--- config.mk ---
export PLATFORM = sky130hd
export DESIGN_NAME = atid_alloc_arbiter
export DESIGN_NICKNAME = d
export VERILOG_FILES = /design/src/rtl/atid_alloc_arbiter.sv
export SDC_FILE = /design/constraint.sdc
export NUM_CORES = 1
export LEC_CHECK = 0
export ABC_AREA = 1
export CORE_MARGIN = 2
export CORE_UTILIZATION = 30
export CTS_CLUSTER_SIZE = 25
export DETAILED_ROUTE_END_ITERATION = 10
export GPL_TIMING_DRIVEN = 0
export PLACE_DENSITY_LB_ADDON = 0.2
export SLEW_MARGIN = 20
export SYNTH_ARGS = -nofsm -noshare
export SYNTH_HDL_FRONTEND = slang
export SYNTH_SLANG_ARGS = --single-unit
--- constraint.sdc ---
create_clock -name clk -period 1.5 [get_ports clk]
set_input_delay 0.375 -clock clk [delete_from_list [all_inputs] [get_ports clk]]
set_output_delay 0.375 -clock clk [all_outputs]
set_load 0.005 [all_outputs]
--- src/rtl/atid_alloc_arbiter.sv ---
// ATB trace-ID allocator: round-robin arbitration among sources, next-fit cursor
// over the legal ATID sequence, skipping IDs currently bound to another source.
module atid_alloc_arbiter #(
    parameter int NUM_SRC = 4,
    parameter int SRC_W   = 2
) (
    input  logic                   clk,
    input  logic                   resetn,
    input  logic [NUM_SRC-1:0]     req,
    input  logic [NUM_SRC-1:0]     rel,
    output logic [NUM_SRC-1:0]     src_bound,
    output logic [NUM_SRC*8-1:0]   src_atid,
    output logic                   gnt_valid,
    output logic [SRC_W-1:0]       gnt_src,
    output logic [7:0]             gnt_atid,
    output logic                   busy
);

    typedef enum logic {IDLE, SEARCH} state_t;

    state_t               state_q, state_d;
    logic [7:0]           cursor_q, cursor_d;
    logic [SRC_W-1:0]     rr_q, rr_d;
    logic [SRC_W-1:0]     win_q, win_d;
    logic [NUM_SRC-1:0]   bound_q, bound_d;
    logic [7:0]           atid_q [NUM_SRC];
    logic [7:0]           atid_d [NUM_SRC];
    logic                 gv_q, gv_d;
    logic [SRC_W-1:0]     gs_q, gs_d;
    logic [7:0]           ga_q, ga_d;

    logic [NUM_SRC-1:0]   elig;
    logic                 found;
    logic [SRC_W-1:0]     pick;
    logic                 cur_free;

    // 0x70..0x7F is reserved and 0x00 means "no ID", so the cursor jumps over them.
    function automatic logic [7:0] next_id(input logic [7:0] c);
        if (c == 8'h6F)      return 8'h80;
        else if (c == 8'hFF) return 8'h01;
        else                 return c + 8'h01;
    endfunction

    function automatic logic [SRC_W-1:0] wrap_add(input logic [SRC_W-1:0] a, input int k);
        int s;
        s = int'(a) + k;
        if (s >= NUM_SRC) s = s - NUM_SRC;
        return SRC_W'(s);
    endfunction

    always_comb begin
        elig  = req & ~bound_q;
        found = 1'b0;
        pick  = '0;
        for (int k = 0; k < NUM_SRC; k++) begin
            if (!found && elig[wrap_add(rr_q, k)]) begin
                found = 1'b1;
                pick  = wrap_add(rr_q, k);
            end
        end
    end

    always_comb begin
        cur_free = 1'b1;
        for (int j = 0; j < NUM_SRC; j++) begin
            if (bound_q[j] && (atid_q[j] == cursor_q)) cur_free = 1'b0;
        end
    end

    always_comb begin
        state_d  = state_q;
        cursor_d = cursor_q;
        rr_d     = rr_q;
        win_d    = win_q;
        bound_d  = bound_q;
        atid_d   = atid_q;
        gv_d     = 1'b0;
        gs_d     = gs_q;
        ga_d     = ga_q;
        case (state_q)
            IDLE: begin
                if (found) begin
                    win_d   = pick;
                    state_d = SEARCH;
                end
            end
            SEARCH: begin
                cursor_d = next_id(cursor_q);
                if (cur_free) begin
                    atid_d[win_q]  = cursor_q;
                    bound_d[win_q] = 1'b1;
                    gv_d           = 1'b1;
                    gs_d           = win_q;
                    ga_d           = cursor_q;
                    rr_d           = wrap_add(win_q, 1);
                    state_d        = IDLE;
                end
            end
            default: state_d = IDLE;
        endcase
        // The winner is unbound, so a release never collides with the grant write.
        for (int i = 0; i < NUM_SRC; i++) begin
            if (rel[i] && bound_q[i]) begin
                bound_d[i] = 1'b0;
                atid_d[i]  = 8'h00;
            end
        end
    end

    always_ff @(posedge clk) begin
        if (!resetn) begin
            state_q  <= IDLE;
            cursor_q <= 8'h01;
            rr_q     <= '0;
            win_q    <= '0;
            bound_q  <= '0;
            gv_q     <= 1'b0;
            gs_q     <= '0;
            ga_q     <= 8'h00;
            for (int i = 0; i < NUM_SRC; i++) atid_q[i] <= 8'h00;
        end else begin
            state_q  <= state_d;
            cursor_q <= cursor_d;
            rr_q     <= rr_d;
            win_q    <= win_d;
            bound_q  <= bound_d;
            gv_q     <= gv_d;
            gs_q     <= gs_d;
            ga_q     <= ga_d;
            for (int i = 0; i < NUM_SRC; i++) atid_q[i] <= atid_d[i];
        end
    end

    for (genvar g = 0; g < NUM_SRC; g++) begin : g_atid
        assign src_atid[8*g +: 8] = atid_q[g];
    end

    assign src_bound = bound_q;
    assign gnt_valid = gv_q;
    assign gnt_src   = gs_q;
    assign gnt_atid  = ga_q;
    assign busy      = (state_q == SEARCH);

endmodule

## After elaboration in Yosys (flattened, before gate mapping)

Cells that the tools add are included.

- Memory bits (read-only): 0
- Bits in registers: 60
- Latch bits: 0
- Memories: 0
- Input port bits: 10
- Bits in writable memories: 0

- Div/mod/pow operators: 0
- Bitwise logic cells: 6
- Mux-type cells: 36
- Add/subtract/negate cells: 10
- Reduce and logical (&&, ||, !) cells: 23
- Eq/ne operators: 6
- $lt $le $gt $ge: 13
- Multiply operators: 0
- Shifts and indexed selects: 0

Operators by type and width:

| operator | count |
|---|---|
| 32-bit bitwise mux | 1 |
| 8-bit equality test | 4 |
| 8-bit two-way mux | 3 |
| 2-bit two-way mux | 9 |
| 8-bit demux with 2-bit select | 1 |
| 1-bit two-way mux | 16 |
| 3-bit greater-or-equal comparator (second input constant) | 5 |
| 2-bit by 3-bit < comparator with 1-bit output (second input constant) | 5 |
| 1-bit logical AND | 13 |
| 2-bit by 1-bit subtractor with 2-bit output (second input constant) | 5 |
| 8-bit by 1-bit adder with 8-bit output (second input constant) | 1 |
| 1-bit binary-select mux with 2-bit select | 4 |
| 8-bit by 7-bit equality test with 1-bit output (second input constant) | 1 |
| 8-bit equality test (second input constant) | 1 |
| 2-bit OR reduction | 4 |
| 2-bit by 1-bit adder with 3-bit output (second input constant) | 2 |
| 2-bit by 2-bit adder with 3-bit output (second input constant) | 2 |
| 2-bit AND reduction | 3 |
| 4-bit AND | 1 |
| 4-bit NOT | 1 |
| 4-bit OR | 1 |
| 2-bit by 3-bit greater-or-equal comparator with 1-bit output (second input constant) | 1 |
| 1-bit zero test | 3 |
| 3-bit by 1-bit < comparator with 1-bit output (second input constant) | 1 |
| other kinds (5) | 6 |

## Logic depth before layout (Yosys ltp)

- Depth after elaboration: 16
- Gate-level depth with buffers: 14
- Gate-level depth less buffers: 13

## Least setup slack after synthesis

No wires, ideal clock.

- Path type: flip-flop to flip-flop
- From: register cursor_q[4]
- To: register atid_q (netlist bit src_atid[10])
- Arrival: 1484 ps
- Library setup time: 115 ps
- Path slack: -99 ps
- Clock period less this slack: 1599 ps
- Buffers on the path: 3
- Cell stages (with the launch flop): 12
- Cells stage by stage: dfxtp_1 buf_4 inv_2 buf_4 o21ai_0 nor2_1 nand3_1 o21ai_2 nor2_8 buf_4 a21oi_1 nor2_1

- Longest elaborated chain between the ends: 7
- Elaborated cells on any way between the ends: 13
- Those cells by class: 4 x eq/ne; 4 x mux; 5 x reduce/logical

RTL lines:

| element | line | RTL |
|---|---|---|
| start: declaration | 22 | `logic [7:0] cursor_q, cursor_d;` |
| start signal: assignment | 123 | `cursor_q <= cursor_d;` |
| 8-bit equality test | 66 | `if (bound_q[j] && (atid_q[j] == cursor_q)) cur_free = 1'b0;` |
| 1-bit logical AND | 66 |  |
| 1-bit two-way mux (3 in series) | 66 |  |
| 1-bit two-way mux (*) | 66 |  |
| 2-bit AND reduction (no source line) (*) | -- |  |
| end: declaration | 26 | `logic [7:0] atid_q [NUM_SRC];` |

Mark *: on every way between the ends. The rest lies on a longest branch, timed or not.
A chain may end at the register's enable or synchronous reset.

## Worst setup path after layout

- From: register cursor_q[1]
- To: register ga_q[7], in the netlist gnt_atid[7]

- Longest elaborated chain between the ends: 7
- Elaborated cells on any way between the ends: 13
- Those cells by class: 4 x eq/ne; 4 x mux; 5 x reduce/logical

RTL lines:

| element | line | RTL |
|---|---|---|
| 8-bit equality test | 66 |  |
| 1-bit logical AND | 66 |  |
| 1-bit two-way mux (3 in series) | 66 |  |
| 1-bit two-way mux (*) | 66 |  |
| 2-bit AND reduction (no source line) (*) | -- |  |
| end signal: assignment | 129 | `ga_q <= ga_d;` |
| end: declaration | 30 | `logic [7:0] ga_q, ga_d;` |

Marks and branches as above.

==> results.md <==
* Outcome: complete, but fails checks
* Failing checks: negative setup slack
* Worst skew pair latency at 0.35 ns
* Starting DRC count in detailed routing at 171
* Worst setup EP type: flop
* CTS H-tree lvls at 3
* Detail Route Antenna Nets at 0
* PwrDens at ~1500 nW/um2
* Seq/Total Area, Yosys at 37.2%
* DR WL/cell at 15.3 um
* Hold Crit Class: flop to flop
* R2R cell count at 11
* Worst slew pin tran at 0.545 ns
* Mapped Cells at 490
* Final count of hold timing violations at 0
* Peak VDD IR at about 0.61 mV
* Post-Syn Area per Cell at ~6.6 um2
* Leakage at roughly 2.3 nW
* HPWL Detailed at 7.28 mm
* Crit start category: flop
* Final Max Slew Viols at 0
* DIE AREA at 11600 um2
* Cts hold-fix bufs at 0
* Root Buffer: clkbuf_8
* Async SR Flop Fraction at 0%
* Setup CP Type: flop to flop
* Core area at 10400 um2
* Max Freq at 560 MHz
* Synth Area in Adders at ~1.9%
* Drt total wl at 11.3 mm
* Post-DR vias/cell at just under 5
* WHS Path Cells at 2
* Warnings from Yosys at 0
* Largest net degree at the start of global routing at 13
* Initial Util at between 30 and 40%
* Crit path arrival time at between 2 and 2.5 ns
* Fin crit period at 1.78 ns
* Largest family of logic cells by synthesized area: simple AND/OR/NAND/NOR gates
* Share of cells above drive strength 1 at 38.3%
* Simple-Gate Fraction of Synth Area at 34.4%
* Slew HR at 63.7%
* RSZ-0062 raised after global routing: yes
* Synth-to-layout area growth at 58.7%
* Most used DFF post-synth: dfxtp_1
* ANT cells at 0
* Io pins at 58
* GRT Resource Usage Total at 19.5%
* Initial antenna violation count at 0
* Critical path fanouts, max at 10
* Total number of vias at 3632
* Final Cycle Share at 119%
* DRC viols at 0
* DRT Pass-1 Iters at 4
* Synth Cell Area at roughly 3200 um2
* Fillers at 1034
* Max Cap Violations at 0
* Max Root-Sink Buffers at 2
* Multiplexer share of the synthesized area at 0%
* CTS tree: built
* Fin worst setup slack at -0.284 ns
* Vias in the first global route at ~3400
* Syn Nets at 505
* Die width at 108 um
* Worst Skew at 0.00760 ns
* CTS buffer count at 9
* Placer Congestion at 0.848
* Synth Area in Compound Gates at 14.1%
* Req. time, crit path at 1.78 ns
* Post-synth EDFFs at 0
* Post-Synth XOR/XNOR Area at 2.17%
* Final #Nets at 613
* Grt ovf at 0
* PortBufs at 57
* Total negative slack at -12.22 ns
* Total chip power at 7.66 mW
* Distinct cells, synth at 34
* Setup-failing EPs final at 55
* FF+latch count, synth at 60
* Row count at 37
* Chip height at about 110 um
* CTS sink count at 60
* Clk pin slew, worst setup/hold paths at 0.07 ns
* First-pass GRT wire length at between 15 and 20 mm
## critical path: stages (launching register included)
cell and delay [ns]:
dfxtp_4 0.39, inv_4 0.09, nand2_1 0.07, o21ai_0 0.07, nor2_1 0.14, nand3_2 0.13
o21ai_4 0.27, nor2_4 0.12, nor2_4 0.18, buf_6 0.15, nand2_1 0.06, o21ai_1 0.06
## cell usage after synthesis (2+ instances only)
cell type    n  area share [%]
nand4_1      2            0.39
o21ai_0     13             2.0
a21oi_1     47             7.3
a211oi_1     2            0.46
nor2_1      58             6.7
nand3_1     61             9.5
ha_1         5             1.9
inv_1       32             3.7
clkbuf_1     9             1.0
buf_2        4            0.62
nand2_1    134              16
o21ai_1     14             2.2
buf_4        6             1.4
inv_2       10             1.2
a21boi_1     4            0.93
xnor2_1      4             1.1
xor2_1       4             1.1
buf_6        6             2.1
dfxtp_1     60              37
## cell type report
cell class	count	area (um2)	share of cell area, %
well taps	136	170	3.32
inverters	43	209	4.08
clock inverters	4	47.5	0.928
multi-input cells	365	2150	42.0
flip-flops and latches	60	1290	25.2
clock buffers	12	155	3.03
repair buffers	95	861	16.8
plain buffers	24	240	4.69
## placed cells by master (no fill, tap or decap), types with 6 or more instances in the layout
cell           netlist  layout
dfxtp_2              0      41
dlygate4sd2_1        0      47
dfxtp_4              0      10
nand2_1            134     107
dfxtp_1             60       9
inv_1               32      27
inv_2               10       6
nand3_2              1      24
o21ai_1             14      15
a21oi_2              0       9
nand2_2              1      24
a21oi_1             47      37
o21ai_0             13       8
nand3_1             61      35
nor2_1              58      50
clkbuf_8             0      11
buf_6                6      16
buf_4                6      29
## kinds of logic after synthesis
logic type / after synthesis
fa+ha+maj: 5
flops: 60
compound gates: 85
xor+xnor: 8
simple gates: 263
buf+inv: 69
## repair_timing
item / in CTS / in global routing
gates resized for setup: 149 / 109
pin swaps: 12 / 35
buffers inserted: 23 / 12
endpoints found under the setup margin: 107 / 60
gates cloned: 4 / 3
## registers in the layout (all words and copies together), names as in the netlist, 2 cells and up
| name | cells |
|---|---|
| rr_q | 2 |
| gnt_atid | 8 |
| src_atid | 32 |
| src_bound | 4 |
| cursor_q | 8 |
| gnt_src | 2 |
| win_q | 2 |
## worst paths after layout
check	start	end	slack, ns
max reg2reg	cursor_q[1]	gnt_atid[7]	-0.28
max	cursor_q[1]	gnt_atid[7]	-0.28
min	gnt_atid[4]	gnt_atid[4]	0.45
min reg2reg	gnt_atid[4]	gnt_atid[4]	0.45
## report_power, final
part	internal (mW)	total [mW]	switching, mW
logic	1.66	3.83	2.17
registers	1.96	2.30	0.337
clock network	0.853	1.54	0.683
## layer usage
layer / wire length, um / GRT usage [%] / up-vias
met5: 0 / 0 / -
met4: 176 / 5.95 / 0
met3: 635 / 3.87 / 16
met2: 5250 / 31.2 / 111
met1: 5260 / 26.6 / 1704
li1: - / - / 1801
## through the flow
stage               cells  area (um2)  hold WS [ns]  setup WS [ns]  util [%]
detailed placement    683        4020         0.455          -1.00      38.8
floorplan             490        3280         0.453        -0.0375         -
global route          739        5120         0.475         -0.440      49.4
finish                739        5120         0.452         -0.284      49.4
global placement      683        4020         0.454          -1.02      38.8
CTS                   726        4650         0.457         -0.232      44.8
Note: power is estimated with default switching activity, not from simulation.
